`src/rtl/muldiv_unit_pkg.sv`:
```
// ---------------------------------------------------------------------------
// muldiv_unit_pkg
// Shared definitions for the iterative multiply/divide unit: operation codes
// presented on the op port, FSM state encoding, datapath step mode and the
// iteration count of the shift-add / restoring-divide loop.
// ---------------------------------------------------------------------------
package muldiv_unit_pkg;

  localparam logic [2:0] MD_MULT  = 3'b000;
  localparam logic [2:0] MD_MULTU = 3'b001;
  localparam logic [2:0] MD_DIV   = 3'b010;
  localparam logic [2:0] MD_DIVU  = 3'b011;
  localparam logic [2:0] MD_MTHI  = 3'b100;
  localparam logic [2:0] MD_MTLO  = 3'b101;

  localparam int MD_ITER = 32;

  typedef enum logic [1:0] {
    IDLE = 2'b00,
    CALC = 2'b01,
    FIX  = 2'b10
  } md_state_t;

  typedef enum logic {
    MODE_MUL = 1'b0,
    MODE_DIV = 1'b1
  } md_mode_t;

endpackage

```
`src/rtl/muldiv_step.sv`:
```
// ---------------------------------------------------------------------------
// muldiv_step
// Combinational single-iteration datapath of the multiply/divide unit.
//   acc      : 64-bit working accumulator
//              multiply : {partial product high, remaining multiplier bits}
//              divide   : {partial remainder, dividend bits / quotient bits}
//   operand  : multiplicand (multiply) or divisor (divide), magnitude form
//   mode     : MODE_MUL -> radix-2 shift-add, LSB of multiplier first
//              MODE_DIV -> restoring trial subtract, quotient MSB first
//   acc_next : accumulator after one iteration
// ---------------------------------------------------------------------------
module muldiv_step
  import muldiv_unit_pkg::*;
(
  input  logic [63:0] acc,
  input  logic [31:0] operand,
  input  md_mode_t    mode,
  output logic [63:0] acc_next
);

  logic [32:0] sum;
  logic [32:0] partial;
  logic [32:0] trial;

  always_comb begin
    // Shift-add: the 33-bit sum keeps the carry, which becomes the new MSB
    // once the accumulator shifts right by one.
    sum     = {1'b0, acc[63:32]} + (acc[0] ? {1'b0, operand} : 33'd0);
    // Restoring divide: remainder shifted left with the next dividend bit.
    // The remainder stays below the divisor, so 33 bits never overflow and
    // trial[32] is a reliable borrow.
    partial = acc[63:31];
    trial   = partial - {1'b0, operand};

    if (mode == MODE_MUL) begin
      acc_next = {sum, acc[31:1]};
    end else if (trial[32]) begin
      acc_next = {partial[31:0], acc[30:0], 1'b0};
    end else begin
      acc_next = {trial[31:0], acc[30:0], 1'b1};
    end
  end

endmodule

```
`src/rtl/muldiv_unit.sv`:
```
// ---------------------------------------------------------------------------
// muldiv_unit
// Iterative MULT/MULTU/DIV/DIVU unit owning the architectural HI/LO
// registers; also performs MTHI/MTLO writes. An operation takes 34 cycles
// (32 iterations + 1 sign-fix cycle); the issuer holds its request while
// busy is high.
//   clk      : clock, rising edge
//   resetn   : asynchronous active-low reset
//   valid_in : request present (ignored while busy)
//   op       : operation code (MD_* in muldiv_unit_pkg)
//   a, b     : rs / rt operands
//   cancel   : abort the operation in flight, or suppress an accept in IDLE
//   busy     : operation in progress
//   done     : one-cycle pulse, hi/lo hold the new result
//   hi, lo   : HI / LO registers
// ---------------------------------------------------------------------------
module muldiv_unit
  import muldiv_unit_pkg::*;
(
  input  logic        clk,
  input  logic        resetn,
  input  logic        valid_in,
  input  logic [2:0]  op,
  input  logic [31:0] a,
  input  logic [31:0] b,
  input  logic        cancel,
  output logic        busy,
  output logic        done,
  output logic [31:0] hi,
  output logic [31:0] lo
);

  localparam logic [4:0] LAST_ITER = 5'(MD_ITER - 1);

  md_state_t   state, state_nxt;
  logic [4:0]  cnt;
  logic        load, iter, commit, wr_hi, wr_lo;

  logic        op_signed, op_div, b_zero;
  logic [31:0] a_mag, b_mag;

  logic [63:0] acc, acc_step;
  logic [31:0] opnd;
  md_mode_t    mode;
  logic        neg_q, neg_r, dbz;
  logic [63:0] res;

  logic        done_q;
  logic [31:0] hi_q, lo_q;

  // Magnitude of a two's-complement operand; 0x8000_0000 maps onto itself,
  // which read as unsigned is the correct magnitude.
  function automatic logic [31:0] mag32(input logic signed [31:0] v,
                                        input logic is_signed);
    logic signed [31:0] n;
    n = -v;
    return (is_signed && (v < 0)) ? n : v;
  endfunction

  function automatic logic [31:0] cond_neg32(input logic signed [31:0] v,
                                             input logic neg);
    logic signed [31:0] n;
    n = -v;
    return neg ? n : v;
  endfunction

  function automatic logic [63:0] cond_neg64(input logic signed [63:0] v,
                                             input logic neg);
    logic signed [63:0] n;
    n = -v;
    return neg ? n : v;
  endfunction

  assign op_signed = (op == MD_MULT) || (op == MD_DIV);
  assign op_div    = (op == MD_DIV)  || (op == MD_DIVU);
  assign b_zero    = (b == 32'd0);
  assign a_mag     = mag32(a, op_signed);
  assign b_mag     = mag32(b, op_signed);

  // FSM: next state and control strobes
  always_comb begin
    state_nxt = state;
    load      = 1'b0;
    iter      = 1'b0;
    commit    = 1'b0;
    wr_hi     = 1'b0;
    wr_lo     = 1'b0;
    unique case (state)
      IDLE: begin
        if (valid_in && !cancel) begin
          case (op)
            MD_MULT, MD_MULTU, MD_DIV, MD_DIVU: begin
              load      = 1'b1;
              state_nxt = CALC;
            end
            MD_MTHI: wr_hi = 1'b1;
            MD_MTLO: wr_lo = 1'b1;
            default: ;
          endcase
        end
      end
      CALC: begin
        if (cancel) begin
          state_nxt = IDLE;
        end else begin
          iter = 1'b1;
          if (cnt == LAST_ITER) state_nxt = FIX;
        end
      end
      FIX: begin
        state_nxt = IDLE;
        commit    = !cancel;
      end
      default: state_nxt = IDLE;
    endcase
  end

  always_ff @(posedge clk or negedge resetn) begin
    if (!resetn) begin
      state  <= IDLE;
      cnt    <= 5'd0;
      done_q <= 1'b0;
      hi_q   <= 32'd0;
      lo_q   <= 32'd0;
    end else begin
      state  <= state_nxt;
      done_q <= commit;
      if (load)      cnt <= 5'd0;
      else if (iter) cnt <= cnt + 5'd1;
      if (commit)     hi_q <= res[63:32];
      else if (wr_hi) hi_q <= a;
      if (commit)     lo_q <= res[31:0];
      else if (wr_lo) lo_q <= a;
    end
  end

  // Accept: latch magnitudes, signs and the divide-by-zero flag
  always_ff @(posedge clk) begin
    if (load) begin
      mode  <= op_div ? MODE_DIV : MODE_MUL;
      neg_q <= op_signed && (a[31] ^ b[31]);
      neg_r <= op_signed && a[31];
      dbz   <= op_div && b_zero;
      if (op_div) begin
        // With a zero divisor every trial subtract succeeds, so the loop
        // yields quotient all-ones and leaves the raw dividend as remainder.
        acc  <= {32'd0, b_zero ? a : a_mag};
        opnd <= b_mag;
      end else begin
        acc  <= {32'd0, b_mag};
        opnd <= a_mag;
      end
    end else if (iter) begin
      acc <= acc_step;
    end
  end

  // CALC: one iteration per cycle
  muldiv_step u_step (
    .acc      (acc),
    .operand  (opnd),
    .mode     (mode),
    .acc_next (acc_step)
  );

  // FIX: sign correction of the magnitude result
  always_comb begin
    if (mode == MODE_MUL) begin
      res = cond_neg64(acc, neg_q);
    end else if (dbz) begin
      res = acc;
    end else begin
      res = {cond_neg32(acc[63:32], neg_r), cond_neg32(acc[31:0], neg_q)};
    end
  end

  assign busy = (state != IDLE);
  assign done = done_q;
  assign hi   = hi_q;
  assign lo   = lo_q;

endmodule

```
`config.mk`:
```
export PLATFORM = sky130hd
export DESIGN_NAME = muldiv_unit
export DESIGN_NICKNAME = d
export VERILOG_FILES = /design/src/rtl/muldiv_unit_pkg.sv /design/src/rtl/muldiv_step.sv /design/src/rtl/muldiv_unit.sv
export SDC_FILE = /design/constraint.sdc
export NUM_CORES = 1
export LEC_CHECK = 0
export ABC_AREA = 1
export CORE_MARGIN = 10
export CORE_UTILIZATION = 30
export DETAILED_ROUTE_END_ITERATION = 7
export PLACE_DENSITY = 0.48
export SLEW_MARGIN = 30
export SYNTH_ARGS = -nofsm -noshare
export SYNTH_HDL_FRONTEND = slang
export SYNTH_SLANG_ARGS = --single-unit
```
`constraint.sdc`:
```
create_clock -name clk -period 8.8 [get_ports clk]
set_input_delay 1.76 -clock clk [delete_from_list [all_inputs] [get_ports clk]]
set_output_delay 1.76 -clock clk [all_outputs]
set_load 0.02 [all_outputs]
```
======== Word level (Yosys, flattened, before mapping) ========
Index checks and enable logic that the tools add are counted.
cells by class
  order comparisons ....................... 2
  bitwise gates (word level) .............. 1
  mux-type cells .......................... 39
  reductions and logical operators ........ 18
  $add $sub $neg .......................... 8
  eq/ne operators ......................... 11
operator list
  kind                                                 count
  two-way mux 64 bit                                   7
  two-way mux 32 bit                                   12
  negator 32 bit                                       4
  < comparator 32 x 1 -> 1 bit, second input constant  2
  negator 64 bit                                       1
  adder 32 x 33 -> 33 bit                              1
  subtractor 33 x 32 -> 33 bit                         1
  zero test 32 bit                                     1
  two-way mux 1 bit                                    13
  two-way mux 5 bit                                    2
  two-way mux 2 bit                                    4
  nonzero test 2 bit                                   4
  == test 3 x 2 -> 1 bit, second input constant        2
  == test 3 bit, second input constant                 2
  logical AND 1 bit                                    6
  adder 5 x 1 -> 5 bit, second input constant          1
  == test 5 bit, second input constant                 1
  case mux 2 bit (2 select lines)                      1
  OR reduction 4 bit                                   1
  == test 3 x 1 -> 1 bit, second input constant        1
  zero test 3 bit                                      1
  inequality test 3 bit, second input constant         1
  AND reduction 3 bit                                  1
  == test 2 x 1 -> 1 bit, second input constant        1
  other kinds (7)                                      8
storage, ports and cells
  logic and storage cells ................. 90
  output and inout bits ................... 66
  register bits ........................... 172

======== Logic depth before layout (Yosys ltp) ========
  word-level depth ........................ 7
  gate-level depth with buffers ........... 19

======== Cells and area by module ========
From an unflattened synthesis, not the netlist that was laid out.
unflattened totals
  cell total of the unflattened synthesis .. 3118
  area, all modules ....................... 18793.0 sq um
modules (own cells, without submodules)
  module       area each (sq um)  cells each  instances
  muldiv_unit  12336.8            1808        1
  muldiv_step  6456.2             1310        1

======== Worst setup path after synthesis ========
OpenSTA, ideal clock, no wires.
  path kind ............................... input to register
  start ................................... input cancel
  end ..................................... register dbz (enable)
  arrival ................................. 3.797 ns
  slack ................................... 4.585 ns
  cell stages on the path ................. 5
  buffers on the path ..................... 2
  data required time ...................... 8.382 ns
  path through ............................ inv_1 -> nand2_1 -> nor3_2 -> clkbuf_1 -> buf_1
between the ends
  word-level cells in the longest chain between the ends .. 4
ends and longest elaborated chain
  item                  line                source
  start, declared       muldiv_unit.sv:26   input logic cancel,
  zero test 1 bit       muldiv_unit.sv:90   if (valid_in && !cancel) begin
  logical AND 1 bit     muldiv_unit.sv:90
  two-way mux 1 bit     muldiv_unit.sv:90
  two-way mux 1 bit     muldiv_unit.sv:88   unique case (state)
  net load              muldiv_unit.sv:37   logic load, iter, commit, wr_hi, wr_lo;
  end signal, assigned  muldiv_unit.sv:143  dbz <= op_div && b_zero;
  end, declared         muldiv_unit.sv:45   logic neg_q, neg_r, dbz;
The timed path passes the listed nets, and every way through them passes these cells.
A chain may end at the register's enable or synchronous reset.

======== Worst setup path in the final report ========
  start ................................... input cancel
  end ..................................... register acc[52] (enable)
between the ends
  word-level cells in the longest chain between the ends .. 5
ends and longest elaborated chain
  item                            line                source
  zero test 1 bit                 muldiv_unit.sv:90
  logical AND 1 bit               muldiv_unit.sv:90
  two-way mux 1 bit               muldiv_unit.sv:90
  two-way mux 1 bit               muldiv_unit.sv:88
  nonzero test 2 bit (no line) *  -
  end signal, assigned            muldiv_unit.sv:147  acc <= {32'd0, b_zero ? a : a_mag};
  end signal, assigned            muldiv_unit.sv:150  acc <= {32'd0, b_mag};
  end signal, assigned            muldiv_unit.sv:154  acc <= acc_step;
  end, declared                   muldiv_unit.sv:42   logic [63:0] acc, acc_step;
Mark *: on every way between the ends. The rest lies on a longest branch, timed or not.

==> metrics.csv <==
stage,metric,value,unit
run_status,status,finished clean,
global_routing,grt_pass1_wl,128,mm
clocking,cts_buffers,17,
clocking,cts.path.max_buffers,2,
clocking,cts-root-buf,clkbuf_16,
timing,tns,0,ps
detailed_routing,ant_nets,0,
timing,finalSetupViolCount,0,
synthesis,ys_top_cells_by_area,"nand2_1 20%, edfxtp_1 17%, dfrtp_1 10%, inv_1 9.0%, nand3_1 7.5%",
floorplanning,initial_core_util,30.3,%
timing,hold_viol,0,
detailed_routing,vias,20210,
synthesis,ys_seq_area_share,26.9,%
timing,slew_violations,0,
synthesis,yosys.area.top_type,nand2_1,
worst_setup_path,crit_arrival,4840,ps
synthesis,synth_ff_type,edfxtp_1,
timing,maxSlewHeadroom,35.2,%
clocking,clk_pin_slew,70,ps
clocking,post-cts-setup-buffers,0,
synthesis,synthArstFlopShare,41.9,%
floorplanning,io_pins,137,
final_layout,final_common_cell,nand2_1,
worst_setup_path,crit_type,in2reg,
global_routing,overflow,0,
final_layout,fillCellCount,6638,
timing,tightest_slew,970,ps
clocking,clkSinkCount,172,
final_layout,drive_gt1_share,3.73,%
detailed_routing,drc_errors,0,
timing,rsz0062_at_grt,no,
detailed_routing,drtIter0Drc,1851,
synthesis,ys_ff_latch,172,
global_routing,grt_pass1_vias,19680,
place,gp_congestion,0.973,
timing,hold_slack,514,ps
synthesis,syn_inst,2957,
worst_setup_path,worstSetupStartpointType,primary input,
place,dp_hpwl,73.2,mm
floorplanning,rows,89,
synthesis,yosysWarningCount,0,
final_layout,finalNetCount,3183,
synthesis,syn_nets,3100,
floorplanning,fp.dieW,264,um
synthesis,syn_area,17900,um^2
worst_setup_path,cp-end-kind,flop,
power_and_ir_drop,power_density,144,nW/um^2
timing,clock.fmax,0.212,GHz
clocking,htreeDepth,4,
clocking,holdBufCountCts,0,
power_and_ir_drop,leakage,0.00982,uW
synthesis,synth_edf_count,100,
worst_setup_path,required,8920,ps
place,port-buffer-count,136,
clocking,post_cts_resized,0,
power_and_ir_drop,power,2950,uW
global_routing,track_usage,24.6,%
synthesis,avgSynthCellArea,6.05,um^2
timing,finClkSkew,15.9,ps
timing,period_needed,4720,ps
hold_path,holdCritPathClass,reg2reg,
synthesis,synth_top_cell_area_share,20.0,%
worst_setup_path,crit_fanout,43,
power_and_ir_drop,irDropWorstVdd,0.000164,V
floorplanning,die_area,69800,um^2
synthesis,synth.distinct_cells,50,
detailed_routing,drt_pass1_iterations,6,
flow_run,drv_cap,0,
detailed_routing,wl_per_cell,23.2,um
final_layout,final_cell_mix,"950 x nand2_1, 430 x inv_1, 274 x nor2_1",
detailed_routing,routed_wirelength,88.6,mm
timing,fin_crit_sh,53.6,%
floorplanning,core_area,59000,um^2
detailed_routing,vias_per_cell,5.28,
clocking,cts_tree,yes,
final_layout,syn2layout_area_growth,14.9,%
floorplanning,fp.dieH,264,um
global_routing,grt_max_degree,87,
global_routing,antenna_found_initial,7,
clocking,clock_latency,500,ps
-- cell type report --
class,instances,area [um^2],share of cell area [%]
sequential,172,4800,23.4
antenna,2,5.00,0.0244
inverter,443,1660,8.09
multi-input combinational,2254,11100,53.8
timing repair buffer,152,1480,7.22
tap,773,967,4.71
clock inverter,11,108,0.524
clock buffer,21,463,2.25
-- through the flow --
stage	setup slack [ps]	cell area (um^2)	instances	util, %
after floorplan	4580	17900	2957	-
after global placement	3600	20000	3794	33.8
after detailed placement	3550	20000	3794	33.8
after CTS	4080	20500	3826	34.8
after global routing	3900	20500	3826	34.8
final	4080	20500	3828	34.8
-- cell families after synthesis --
family	synth area share, %
AOI/OAI and AO/OA	15.2
xor gates and xnor gates	2.99
adders and majority gates	5.12
buffers and inverters	11.5
DFF	26.9
and+or+nand+nor	38.4
-- report_power, final --
| group | switching [uW] | internal, uW | total (uW) | leakage, uW |
|---|---|---|---|---|
| registers | 107 | 970 | 1080 | 0.00185 |
| clock network | 371 | 411 | 782 | 0.000287 |
| logic | 704 | 388 | 1090 | 0.00768 |
| total | 1180 | 1770 | 2950 | 0.00982 |
-- synthesized netlist by cell type, drive strengths merged (3+ instances only) --
master and count:
o211ai 29, o22ai 5, clkinv 4, clkbuf 63, o2111ai 4, nand2 968
o21bai 19, buf 25, nor2 288, a21o 7, a31oi 12, edfxtp 100
nand3b 8, and2 7, nor3 38, or2 7, o21ai 205, a21oi 173
a22oi 4, xor2 51, xnor2 10, nand3 276, o221ai 15, nor4 4
dfrtp 72, ha 70, inv 439, nor3b 3, nand4 37, o21a 7
-- worst paths after layout --
check / to / from / cells after the start / slack (ps)
setup reg to reg: acc[63] / acc[31] / 18 / 4900
min in group asynchronous: hi[20] / resetn / 1 / 1110
hold reg to reg: lo[19] / lo[19] / 2 / 510
setup / recovery: acc[52] / cancel / 8 / 4080
hold / removal: lo[19] / lo[19] / 2 / 510
max in group asynchronous: lo[30] / resetn / 2 / 6580
-- critical path, stage by stage --
cell and delay [ps]:
clkdlybuf4s50_1 420, inv_1 90, nand2_1 130, nor3_4 170, buf_4 360, inv_2 440
nand2_2 800, buf_4 620
-- metal layers --
| layer | routed length [um] | GRT usage (%) | up-vias |
|---|---|---|---|
| met2 | 42300 | 41.3 | 675 |
| met3 | 5440 | 4.53 | 150 |
| met5 | 41 | 0 | - |
| met1 | 37000 | 30.2 | 9624 |
| met4 | 3850 | 10.7 | 6 |
| li1 | - | - | 9755 |
-- registers in the layout, indices dropped and copies added (netlist names), 2 cells and up --
name	flops
lo	32
acc	64
cnt	5
hi	32
state	2
opnd	32
Note: power is estimated with default switching activity, not from simulation.
